<file path="config.mk">
export PLATFORM = sky130hd
export DESIGN_NAME = red_pitaya_bus_initiator
export DESIGN_NICKNAME = d
export VERILOG_FILES = /design/src/rtl/red_pitaya_bus_initiator.sv
export SDC_FILE = /design/constraint.sdc
export NUM_CORES = 1
export LEC_CHECK = 0
export BUFFER_PORTS_ARGS = -buffer_cell sky130_fd_sc_hd__buf_2
export CAP_MARGIN = 30
export CORE_MARGIN = 2
export CORE_UTILIZATION = 54
export CTS_BUF_LIST = sky130_fd_sc_hd__clkbuf_2
export DETAILED_ROUTE_END_ITERATION = 16
export GPL_TIMING_DRIVEN = 0
export HOLD_SLACK_MARGIN = 0.12
export PLACE_DENSITY = 0.79
export SYNTH_ARGS = -nofsm -noshare
export SYNTH_HDL_FRONTEND = slang
export SYNTH_SLANG_ARGS = --single-unit
</file>
<file path="constraint.sdc">
create_clock -name clk_i -period 2.7 [get_ports clk_i]
set_input_delay 0.54 -clock clk_i [delete_from_list [all_inputs] [get_ports clk_i]]
set_output_delay 0.54 -clock clk_i [all_outputs]
set_load 0.01 [all_outputs]
</file>
<file path="src/rtl/red_pitaya_bus_initiator.sv">
// System-bus initiator: queues commands in a small FIFO and runs them one at a
// time as single-strobe bus transactions, returning one response per command.
module red_pitaya_bus_initiator #(
  parameter int unsigned LOG_DEPTH = 2,
  parameter int unsigned TIMEOUT   = 255
) (
  input  logic                 clk_i,
  input  logic                 rstn_i,
  // command port
  input  logic                 cmd_valid,
  output logic                 cmd_ready,
  input  logic                 cmd_we,
  input  logic [31:0]          cmd_addr,
  input  logic [31:0]          cmd_wdata,
  input  logic [3:0]           cmd_sel,
  // response port
  output logic                 rsp_valid,
  input  logic                 rsp_ready,
  output logic [31:0]          rsp_rdata,
  output logic [1:0]           rsp_status,
  // system bus
  output logic [31:0]          sys_addr,
  output logic [31:0]          sys_wdata,
  output logic [3:0]           sys_sel,
  output logic                 sys_wen,
  output logic                 sys_ren,
  input  logic [31:0]          sys_rdata,
  input  logic                 sys_err,
  input  logic                 sys_ack,
  // status
  output logic                 busy,
  output logic [LOG_DEPTH:0]   fifo_level
);

  localparam int unsigned DEPTH = 2 ** LOG_DEPTH;
  localparam int unsigned CNT_W = 16;
  localparam logic [CNT_W-1:0]   CNT_LAST   = CNT_W'(TIMEOUT - 1);
  localparam logic [LOG_DEPTH:0] LEVEL_FULL = (LOG_DEPTH + 1)'(DEPTH);
  localparam logic [1:0] ST_OK  = 2'b00;
  localparam logic [1:0] ST_ERR = 2'b01;
  localparam logic [1:0] ST_TMO = 2'b10;

  typedef struct packed {
    logic        we;
    logic [31:0] addr;
    logic [31:0] wdata;
    logic [3:0]  sel;
  } cmd_t;

  typedef enum logic [1:0] {S_IDLE, S_ISSUE, S_WAIT, S_RESP} state_t;

  cmd_t                 mem [DEPTH];
  cmd_t                 head;
  logic [LOG_DEPTH-1:0] wr_ptr, rd_ptr;
  logic                 full, empty, push, pop;

  state_t               state, state_n;
  logic [CNT_W-1:0]     cnt, cnt_n;
  logic                 cur_we, cur_we_n;
  logic [31:0]          addr_n, wdata_n, rdata_n;
  logic [3:0]           sel_n;
  logic                 wen_n, ren_n;
  logic [1:0]           status_n;

  assign full      = (fifo_level == LEVEL_FULL);
  assign empty     = (fifo_level == '0);
  assign cmd_ready = rstn_i & ~full;
  assign push      = cmd_valid & cmd_ready;
  assign pop       = (state == S_IDLE) & ~empty;
  assign head      = mem[rd_ptr];
  assign rsp_valid = (state == S_RESP);
  assign busy      = (state != S_IDLE) | ~empty;

  // FIFO storage; contents are don't-care until written, pointers define validity
  always_ff @(posedge clk_i) begin
    if (push) mem[wr_ptr] <= '{we: cmd_we, addr: cmd_addr, wdata: cmd_wdata, sel: cmd_sel};
  end

  // FIFO pointers and occupancy
  always_ff @(posedge clk_i or negedge rstn_i) begin
    if (!rstn_i) begin
      wr_ptr     <= '0;
      rd_ptr     <= '0;
      fifo_level <= '0;
    end else begin
      if (push) wr_ptr <= wr_ptr + LOG_DEPTH'(1);
      if (pop)  rd_ptr <= rd_ptr + LOG_DEPTH'(1);
      case ({push, pop})
        2'b10:   fifo_level <= fifo_level + (LOG_DEPTH + 1)'(1);
        2'b01:   fifo_level <= fifo_level - (LOG_DEPTH + 1)'(1);
        default: fifo_level <= fifo_level;
      endcase
    end
  end

  // Transaction FSM state and registered bus/response outputs
  always_ff @(posedge clk_i or negedge rstn_i) begin
    if (!rstn_i) begin
      state      <= S_IDLE;
      cnt        <= '0;
      cur_we     <= 1'b0;
      sys_addr   <= '0;
      sys_wdata  <= '0;
      sys_sel    <= '0;
      sys_wen    <= 1'b0;
      sys_ren    <= 1'b0;
      rsp_rdata  <= '0;
      rsp_status <= '0;
    end else begin
      state      <= state_n;
      cnt        <= cnt_n;
      cur_we     <= cur_we_n;
      sys_addr   <= addr_n;
      sys_wdata  <= wdata_n;
      sys_sel    <= sel_n;
      sys_wen    <= wen_n;
      sys_ren    <= ren_n;
      rsp_rdata  <= rdata_n;
      rsp_status <= status_n;
    end
  end

  // Next-state logic; ack/err only matter in WAIT since responders register them
  always_comb begin
    state_n  = state;
    cnt_n    = cnt;
    cur_we_n = cur_we;
    addr_n   = sys_addr;
    wdata_n  = sys_wdata;
    sel_n    = sys_sel;
    wen_n    = 1'b0;
    ren_n    = 1'b0;
    rdata_n  = rsp_rdata;
    status_n = rsp_status;
    case (state)
      S_IDLE: begin
        if (!empty) begin
          state_n  = S_ISSUE;
          cur_we_n = head.we;
          addr_n   = head.addr;
          wdata_n  = head.wdata;
          sel_n    = head.sel;
          wen_n    = head.we;
          ren_n    = ~head.we;
        end
      end
      S_ISSUE: begin
        state_n = S_WAIT;
        cnt_n   = '0;
      end
      S_WAIT: begin
        if (sys_err) begin
          state_n  = S_RESP;
          rdata_n  = '0;
          status_n = ST_ERR;
        end else if (sys_ack) begin
          state_n  = S_RESP;
          rdata_n  = cur_we ? 32'h0 : sys_rdata;
          status_n = ST_OK;
        end else if (cnt == CNT_LAST) begin
          state_n  = S_RESP;
          rdata_n  = '0;
          status_n = ST_TMO;
        end else begin
          cnt_n = cnt + CNT_W'(1);
        end
      end
      S_RESP: begin
        if (rsp_ready) state_n = S_IDLE;
      end
      default: state_n = S_IDLE;
    endcase
  end

endmodule

</file>
After elaboration in Yosys (flattened, before gate mapping)
Memories as Yosys holds them, arrays and structs flattened.
Cells that the tools add are included.
Storage, ports and cells
  latch bits: 0
  memories kept: 1
  memory bits (read-only): 0
  memory bits (writable): 276
  bits of input ports: 107
  bits in registers: 130
Operators by class
  order comparisons: 0
  muxes and demuxes: 24
  reduce and logical (&&, ||, !) cells: 10
  shifts and indexed selects: 0
  $add $sub $neg: 5
  eq/ne operators: 13
  bitwise logic cells: 7
  $mul: 0
  div/mod/pow operators: 0
Memory list
  mem: depth 4, width 69, rd ports 1, clocked after Yosys merged registers in 0, wr ports 1, RTL line 52  | cmd_t mem [DEPTH];
Operator list (count)
  $mux W32: 4
  $mux W16: 3
  $pmux W16 S2: 1
  $add A16 B1 Y16 const B: 1
  $eq A16 B8 Y1 const B: 1
  $mux W2: 8
  $ne A2 B2 Y1 const B: 4
  $pmux W2 S4: 1
  $eq A2 B2 Y1 const B: 3
  $mux W1: 6
  $pmux W3 S2: 1
  $reduce_bool A2 Y1: 3
  $add A2 B1 Y2 const B: 2
  $eq A2 B1 Y1 const B: 2
  $ne A4 B4 Y1 const B: 1
  $reduce_and A2 Y1: 2
  $reduce_and A4 Y1: 1
  $add A3 B1 Y3 const B: 1
  $and A1 B1 Y1: 3
  $eq A3 B3 Y1 const B: 1
  $logic_not A3 Y1: 1
  $not A1 Y1: 3
  $reduce_and A3 Y1: 1
  $reduce_bool A3 Y1: 1
  other kinds (4): 4

Depth between registers and ports, before layout
Gate-level depths: netlist (run 1).
  depth after elaboration: 6
  mapped depth: 12
  depth with buffers taken out: 10

Worst setup path before layout (run 1)
Ideal clock, no wire load.
  path kind: register to register
  start point: register fifo_level[0]
  end point: memory mem[0][0] in the netlist's numbering (enable)
  library setup time: 0.435 ns
  stages on the path, launching flop included: 4
  required time: 2.265 ns
  arrival time: 2.674 ns
  setup slack: -0.409 ns
  cells stage by stage: dfrtp_1 inv_1 a31oi_1 and3_1
Between the ends
  cells in the longest elaborated chain, start to end: 6
Ends and longest elaborated chain
  start: declaration: RTL line 32  | output logic [LOG_DEPTH:0] fifo_level
  start signal: assignment: RTL line 89  | 2'b10: fifo_level <= fifo_level + (LOG_DEPTH + 1)'(1);
  start signal: assignment: RTL line 90  | 2'b01: fifo_level <= fifo_level - (LOG_DEPTH + 1)'(1);
  start signal: assignment: RTL line 91  | default: fifo_level <= fifo_level;
  $eq A3 B3 Y1: RTL line 65  | assign full = (fifo_level == LEVEL_FULL);
  $not A1 Y1: RTL line 67  | assign cmd_ready = rstn_i & ~full;
  $and A1 B1 Y1: RTL line 67
  net cmd_ready: RTL line 11  | output logic cmd_ready,
  $and A1 B1 Y1: RTL line 68  | assign push = cmd_valid & cmd_ready;
  $mux W1: RTL line 76  | if (push) mem[wr_ptr] <= '{we: cmd_we, addr: cmd_addr, wdata: cmd_wdata, sel: cmd_sel};
  $mux W1 (implied by the code): RTL line 76
  end: declaration: RTL line 52
The timed path passes the listed nets, and every way through them passes these cells.

Final worst setup path (run 1)
  start point: register fifo_level[0]
  end point: output cmd_ready
Between the ends
  cells in the longest elaborated chain, start to end: 3
Ends and longest elaborated chain (RTL line)
  $eq A3 B3 Y1: 65
  $not A1 Y1: 67
  $and A1 B1 Y1: 67
  end: declaration: 11
No other way between the ends.

==> reports/results.txt, run 1 <==
Starting Density: 0.545
register bit total from synthesis: 406
dpl cells: 1558
final hold vios: 0
# rows: 62
postcts setup bufs: 0
switching power: 6640 uW
Critical Path End Type: output port
Initial DRC Count: 603
Max Cap Violations: 0
Max FO, Critical Path: 6
status: completed
DRT Pass-1 Iters: 4
dpl hpwl: 20.6 mm
layout cells sized above 1: 0.325
CP arrival: 1.92 ns
layout filler cell count: 1942
most frequent cells in the layout: 276 x edfxtp_1, 249 x nand2_1, 223 x buf_2
Slew Limit Fails: 0
critical path class: reg2out
GRT Total Usage: 0.236
required time of the critical path: 2.16 ns
cells after synthesis: 953
Post-Synth Adder-Cell Area: 0.0101
period utilization: 0.909
DRC errors left: 0
Setup Skew: 0.0676 ns
Layout Nets: 1500
complex-gate fraction of the synthesized area: 0.0155
Worst-Skew Late Latency: 0.92 ns
clock sinks: 406
pwr dens: 981 mW/mm^2
die area: 0.0302 sq mm
GR Util met3: 0.0579
area leader, netlist: edfxtp_1
Syn Area/Cell: 16.3 sq um
measured slew at the worst slew-check pin: 0.800 ns
async set or reset register ratio after synthesis: 0.320
vias in the first global route: 10408
Int Power: 12400 uW
Area Growth Syn to Fin: 24.4%
sequential power share: 0.459
fmax: 0.407 GHz
number of synthesized flops with an enable pin: 276
post-layout util: 0.678
antenna viol nets, final: 0
top cells by area in the synthesized netlist: edfxtp_1 53%, dfrtp_1 21%, mux4_2 10%
Multi-input gate area: 0.00368 sq mm
largest family of logic cells by synthesized area: multiplexers
Final Non-Filler Cells: 1853
clk buf depth: 3
largest net degree at the start of global routing: 81
RSZ-0062 raised after global routing: no
post-synthesis share of cell area spent on xor and xnor gates: 0.00394
initial antenna violation count: 3
Ys Warns: 0
Syn Nets: 1072
Comb pwr share: 0.330
first-pass GRT wire length: 54.8 mm
H-Tree Depth: 3
Die Wd: 174 um
Reg clk slew, reported paths: 0.12 ns
Clk Tree Root Cell: clkbuf_2
DR vias/cell: 5.23
grt total ovfl: 0
post-synthesis mux area share: 0.124
Slew HR: 0.465
M2 GR Usage: 0.403
Pleak: 0.00801 uW
register area: 0.0115 sq mm
CP Launch Type: flop
Tmin final: 2.46 ns
Port Buffers: 216
via count: 9689
Hold Path Class: in2reg
peak supply drop: 642 uV
wirelength, routed: 34.5 mm
Boundary Pins: 217
Main synth FF type: edfxtp_1
switching share of power: 0.349
mapped cell area: 0.0156 sq mm
TritonCTS clock tree: done
busiest grt layer: met2
Setup Viol. Count Final: 0
clock buffer count from CTS: 97
Wirelength per Cell: 18.6 um
Clk pwr share: 0.211
Core Box Area: 0.0285 sq mm
routability cong.: 0.852
Simple-Gate Fraction of Synth Area: 0.0807
Unique masters post-synth: 48
top cell type's share of synthesized area: 0.532
commonest non-fill, non-tap cell in the layout: edfxtp_1
sequential area share after synthesis: 0.741
Die H: 174 um
met1 Use GR: 0.292
[critical path: stages, from the launching register on]
cell	delay, ns
dfrtp_1	0.41
inv_1	0.10
a31oi_2	0.33
buf_2	0.20
[logic make-up (layout without fill, tap and decap cells)]
group,after synthesis,after routing
buffers and inverters,89,602
muxes,106,106
and+or+nand+nor,299,299
adders and majority gates,12,12
other,0,3
DFF,406,406
xor gates and xnor gates,7,7
AOI/OAI and AO/OA,34,34
[per-layer routing]
layer,up-vias,part of all wire
met4,0,0.028
met2,410,0.51
met5,-,0
met1,4788,0.39
li1,4412,-
met3,79,0.068
[worst paths after layout]
path | slack [ns] | from | to | cells after the start
max | 0.24 | fifo_level[0]$_DFFE_PN0P_ | cmd_ready | 3
min | 0.36 | cmd_wdata[9] | mem[3][13]$_DFFE_PP_ | 2
max reg2reg | 0.26 | cnt[0]$_DFFE_PN0P_ | rsp_rdata[23]$_DFFE_PN0P_ | 8
min reg2reg | 0.47 | sys_wdata[22]$_DFFE_PN0P_ | sys_wdata[22]$_DFFE_PN0P_ | 2
max in group asynchronous | 1.10 | rstn_i | sys_addr[11]$_DFFE_PN0P_ | 5
min in group asynchronous | 0.85 | rstn_i | sys_wdata[15]$_DFFE_PN0P_ | 4
[registers in the layout (all words and copies together) (netlist names)]
| register | count |
|---|---|
| mem | 276 |
| rsp_rdata | 32 |
| sys_addr | 32 |
| sys_wdata | 32 |
| cnt | 16 |
| sys_sel | 4 |
| fifo_level | 3 |
| rd_ptr | 2 |
| rsp_status | 2 |
| state | 2 |
| wr_ptr | 2 |
| cur_we | 1 |
| sys_ren | 1 |
| sys_wen | 1 |
[cells in the mapped netlist (2+ instances only)]
cell / instances
or4_1: 2
nor4_1: 3
nand4_1: 7
a21boi_0: 3
o22a_1: 4
nor2_1: 4
and2_1: 2
mux4_2: 69
buf_2: 8
xnor2_1: 4
inv_1: 47
xor2_1: 3
a21o_1: 2
nand2b_1: 3
nor2b_1: 3
clkbuf_1: 28
dfrtp_1: 130
a2bb2oi_1: 3
nand2_1: 249
mux2i_1: 35
a21oi_1: 3
edfxtp_1: 276
buf_8: 2
and3_1: 7
nor3_1: 8
and4_1: 2
nor3b_1: 3
buf_6: 2
o31a_1: 3
ha_1: 11
nand3_1: 2
o21ai_0: 8
mux2_2: 2
[timing repair]
| action | CTS | global route |
|---|---|---|
| hold buffers | 110 | 0 |
| setup endpoints to repair | 4 | 11 |
| resized for setup | 6 | 3 |
| endpoints found under the hold margin | 448 | 0 |
[cell type report]
| type | count | area share |
|---|---|---|
| Antenna cell | 3 | 0.000388 |
| Buffer | 39 | 0.0101 |
| Clock buffer | 152 | 0.0393 |
| Clock inverter | 32 | 0.00904 |
| Inverter | 48 | 0.00943 |
| Multi-Input combinational cell | 458 | 0.190 |
| Sequential cell | 406 | 0.596 |
| Tap cell | 384 | 0.0248 |
| Timing Repair Buffer | 331 | 0.121 |
[power by group through the flow]
| stage | combinational (uW) | clock [uW] | sequential (uW) |
|---|---|---|---|
| 3_3_place_gp | 5980 | 0 | 8770 |
| 4_1_cts | 6350 | 4120 | 8690 |
| 5_1_grt | 6920 | 4480 | 8850 |
| 6_report | 6280 | 4000 | 8720 |
| 2_1_floorplan | 3620 | 0 | 9080 |
| 3_5_place_dp | 6180 | 0 | 8810 |
[metrics by stage]
stage / total power (uW) / setup WS, ns / TNS, ns / hold slack, ns / cell area [sq um]
floorplan: 12700 / 0.328 / 0 / 0.244 / 15600
global placement: 14800 / -2.87 / -907.59 / 0.454 / 17100
detailed placement: 15000 / -0.741 / -26.73 / 0.457 / 17300
CTS: 19200 / 0.0673 / 0 / 0.246 / 19400
global route: 20200 / 0.0272 / 0 / 0.258 / 19400
finish: 19000 / 0.245 / 0 / 0.357 / 19400
(Power assumes the default switching activity.)
==> run 2, diff against run 1 <==
- CTS_BUF_LIST: sky130_fd_sc_hd__clkbuf_2 -> sky130_fd_sc_hd__clkbuf_4
- CTS_CLUSTER_SIZE: unset -> 25
==> reports/results.txt, run 2 (synthesis gave the netlist of run 1 again) <==
layout filler cell count: 1881
Hold Crit Start: sys_ack
register area: 0.0115 sq mm
Tmin final: 2.52 ns
max FFs per register: 276
hold path depth: 3
Slew HR: 0.481
CP Depth: 6
wirelength, routed: 34.5 mm
Die Wd: 174 um
Hold Path Class: in2reg
RSZ-0062 raised after global routing: no
Wirelength per Cell: 18.7 um
Slew Limit Fails: 0
routability cong.: 0.852
Setup Skew: 0.0377 ns
Layout Nets: 1496
post-route setup slack: 0.184 ns
largest net degree at the start of global routing: 81
commonest non-fill, non-tap cell in the layout: edfxtp_1
fmax: 0.397 GHz
final hold vios: 0
crit-path max cell delay: 0.59 ns
dpl cell area: 0.0173 sq mm
GRT Total Usage: 0.236
critical path class: reg2reg
Max Cap Violations: 0
Clk Tree Root Cell: clkbuf_4
vias in the first global route: 10383
status: completed
clock buffer count from CTS: 100
Starting Density: 0.545
dpl hpwl: 20.6 mm
Initial DRC Count: 672
pre-CTS setup slack: -0.741 ns
worst hold margin: 0.209 ns
TritonCTS clock tree: done
Critical Path End Type: flop
postcts setup bufs: 0
measured slew at the worst slew-check pin: 0.777 ns
R2R Setup Slk: 0.18 ns
crit path buf inv count: 3
Worst Setup SP: rd_ptr[1]$_DFFE_PN0P_
Area Growth Syn to Fin: 26.6%
clock sinks: 406
CP Launch Type: flop
# rows: 62
Setup TNS Final: 0 ns
period utilization: 0.932
initial antenna violation count: 3
Die H: 174 um
most frequent cells in the layout: 276 x edfxtp_1, 249 x nand2_1, 223 x buf_2
pwr dens: 1020 mW/mm^2
Reg-to-Reg End: sys_addr[17]$_DFFE_PN0P_
Reg clk slew, reported paths: 0.07 ns
Final Power: 20200 uW
antenna viol nets, final: 0
Pleak: 0.00808 uW
Boundary Pins: 217
clk buf depth: 3
worst r2r path cells: 6
Crit path max-delay family: buffers and inverters
layout cells sized above 1: 0.333
DRT Pass-1 Iters: 5
slowest stage cell, crit path: buf_1
Biggest register: mem
CP cell instances: clkbuf_1 > clkbuf_1 > buf_1 > mux4_2 > nand2_1 > nand2_1
first-pass GRT wire length: 54.9 mm
DRC errors left: 0
Max FO, Critical Path: 10
crit path capture: sys_addr[17]$_DFFE_PN0P_
DR vias/cell: 5.22
Port Buffers: 216
CP arrival: 3.11 ns
die area: 0.0302 sq mm
Multi-input gate area: 0.00368 sq mm
Core Box Area: 0.0285 sq mm
required time of the critical path: 3.29 ns
via count: 9666
Worst-Skew Late Latency: 0.72 ns
peak supply drop: 629 uV
H-Tree Depth: 3
grt total ovfl: 0
Final Instance Area: 0.0197 sq mm
Setup Viol. Count Final: 0
r2r startpoint: rd_ptr[1]$_DFFE_PN0P_
-- run 2: changes by cell type in the layout (fill, tap and decap cells not counted), sizes merged --
cell         delta
clkinv         -10
clkinvlp        +1
clkbuf         +13
dlygate4sd3     -7
inv             +1
bufinv          -1
-- run 2: area by class of cell --
type / count / area share
sequential: 406 / 0.586
multi-input combinational: 458 / 0.187
timing repair buffer: 324 / 0.115
clock buffer: 165 / 0.0629
tap: 384 / 0.0244
buffer: 39 / 0.00984
inverter: 48 / 0.00927
clock inverter: 23 / 0.00571
antenna: 3 / 0.000381
-- run 2: power by group --
part	switching [uW]	internal, uW
logic	3570	2690
registers	665	8060
clock network	2400	2770
-- run 2: worst min-delay path by stage --
stage	slack, ns	end
after floorplan	0.24	cnt[0]$_DFFE_PN0P_
after global placement	0.45	sys_wdata[24]$_DFFE_PN0P_
after detailed placement	0.46	sys_wdata[24]$_DFFE_PN0P_
after CTS	0.13	rsp_status[1]$_DFFE_PN0P_
after global routing	0.17	rsp_status[0]$_DFFE_PN0P_
final	0.21	rsp_status[1]$_DFFE_PN0P_
-- run 2: tightest hold or removal path, cell delays in order --
cell	delay [ns]
buf_2	0.12
o21ai_0	0.09
o21a_1	0.10
-- run 2: routing by layer --
metal / global-route usage / share of wire / wire, um
met1: 0.290 / 0.40 / 13700
met5: 0 / 0 / 0
met2: 0.408 / 0.51 / 17700
met3: 0.0621 / 0.069 / 2380
met4: 0.0847 / 0.022 / 776
-- run 2: through the flow --
stage | std cells | util
6_report | 1850 | 0.690
3_3_place_gp | 1553 | 0.600
3_5_place_dp | 1558 | 0.606
2_1_floorplan | 953 | -
4_1_cts | 1848 | 0.690
5_1_grt | 1850 | 0.690
-- run 2: repair_timing --
action,CTS,global route
hold endpoints to repair,358,0
pin swaps,0,0
gates resized for setup,5,1
endpoints found under the setup margin,3,2
hold buffers,103,0
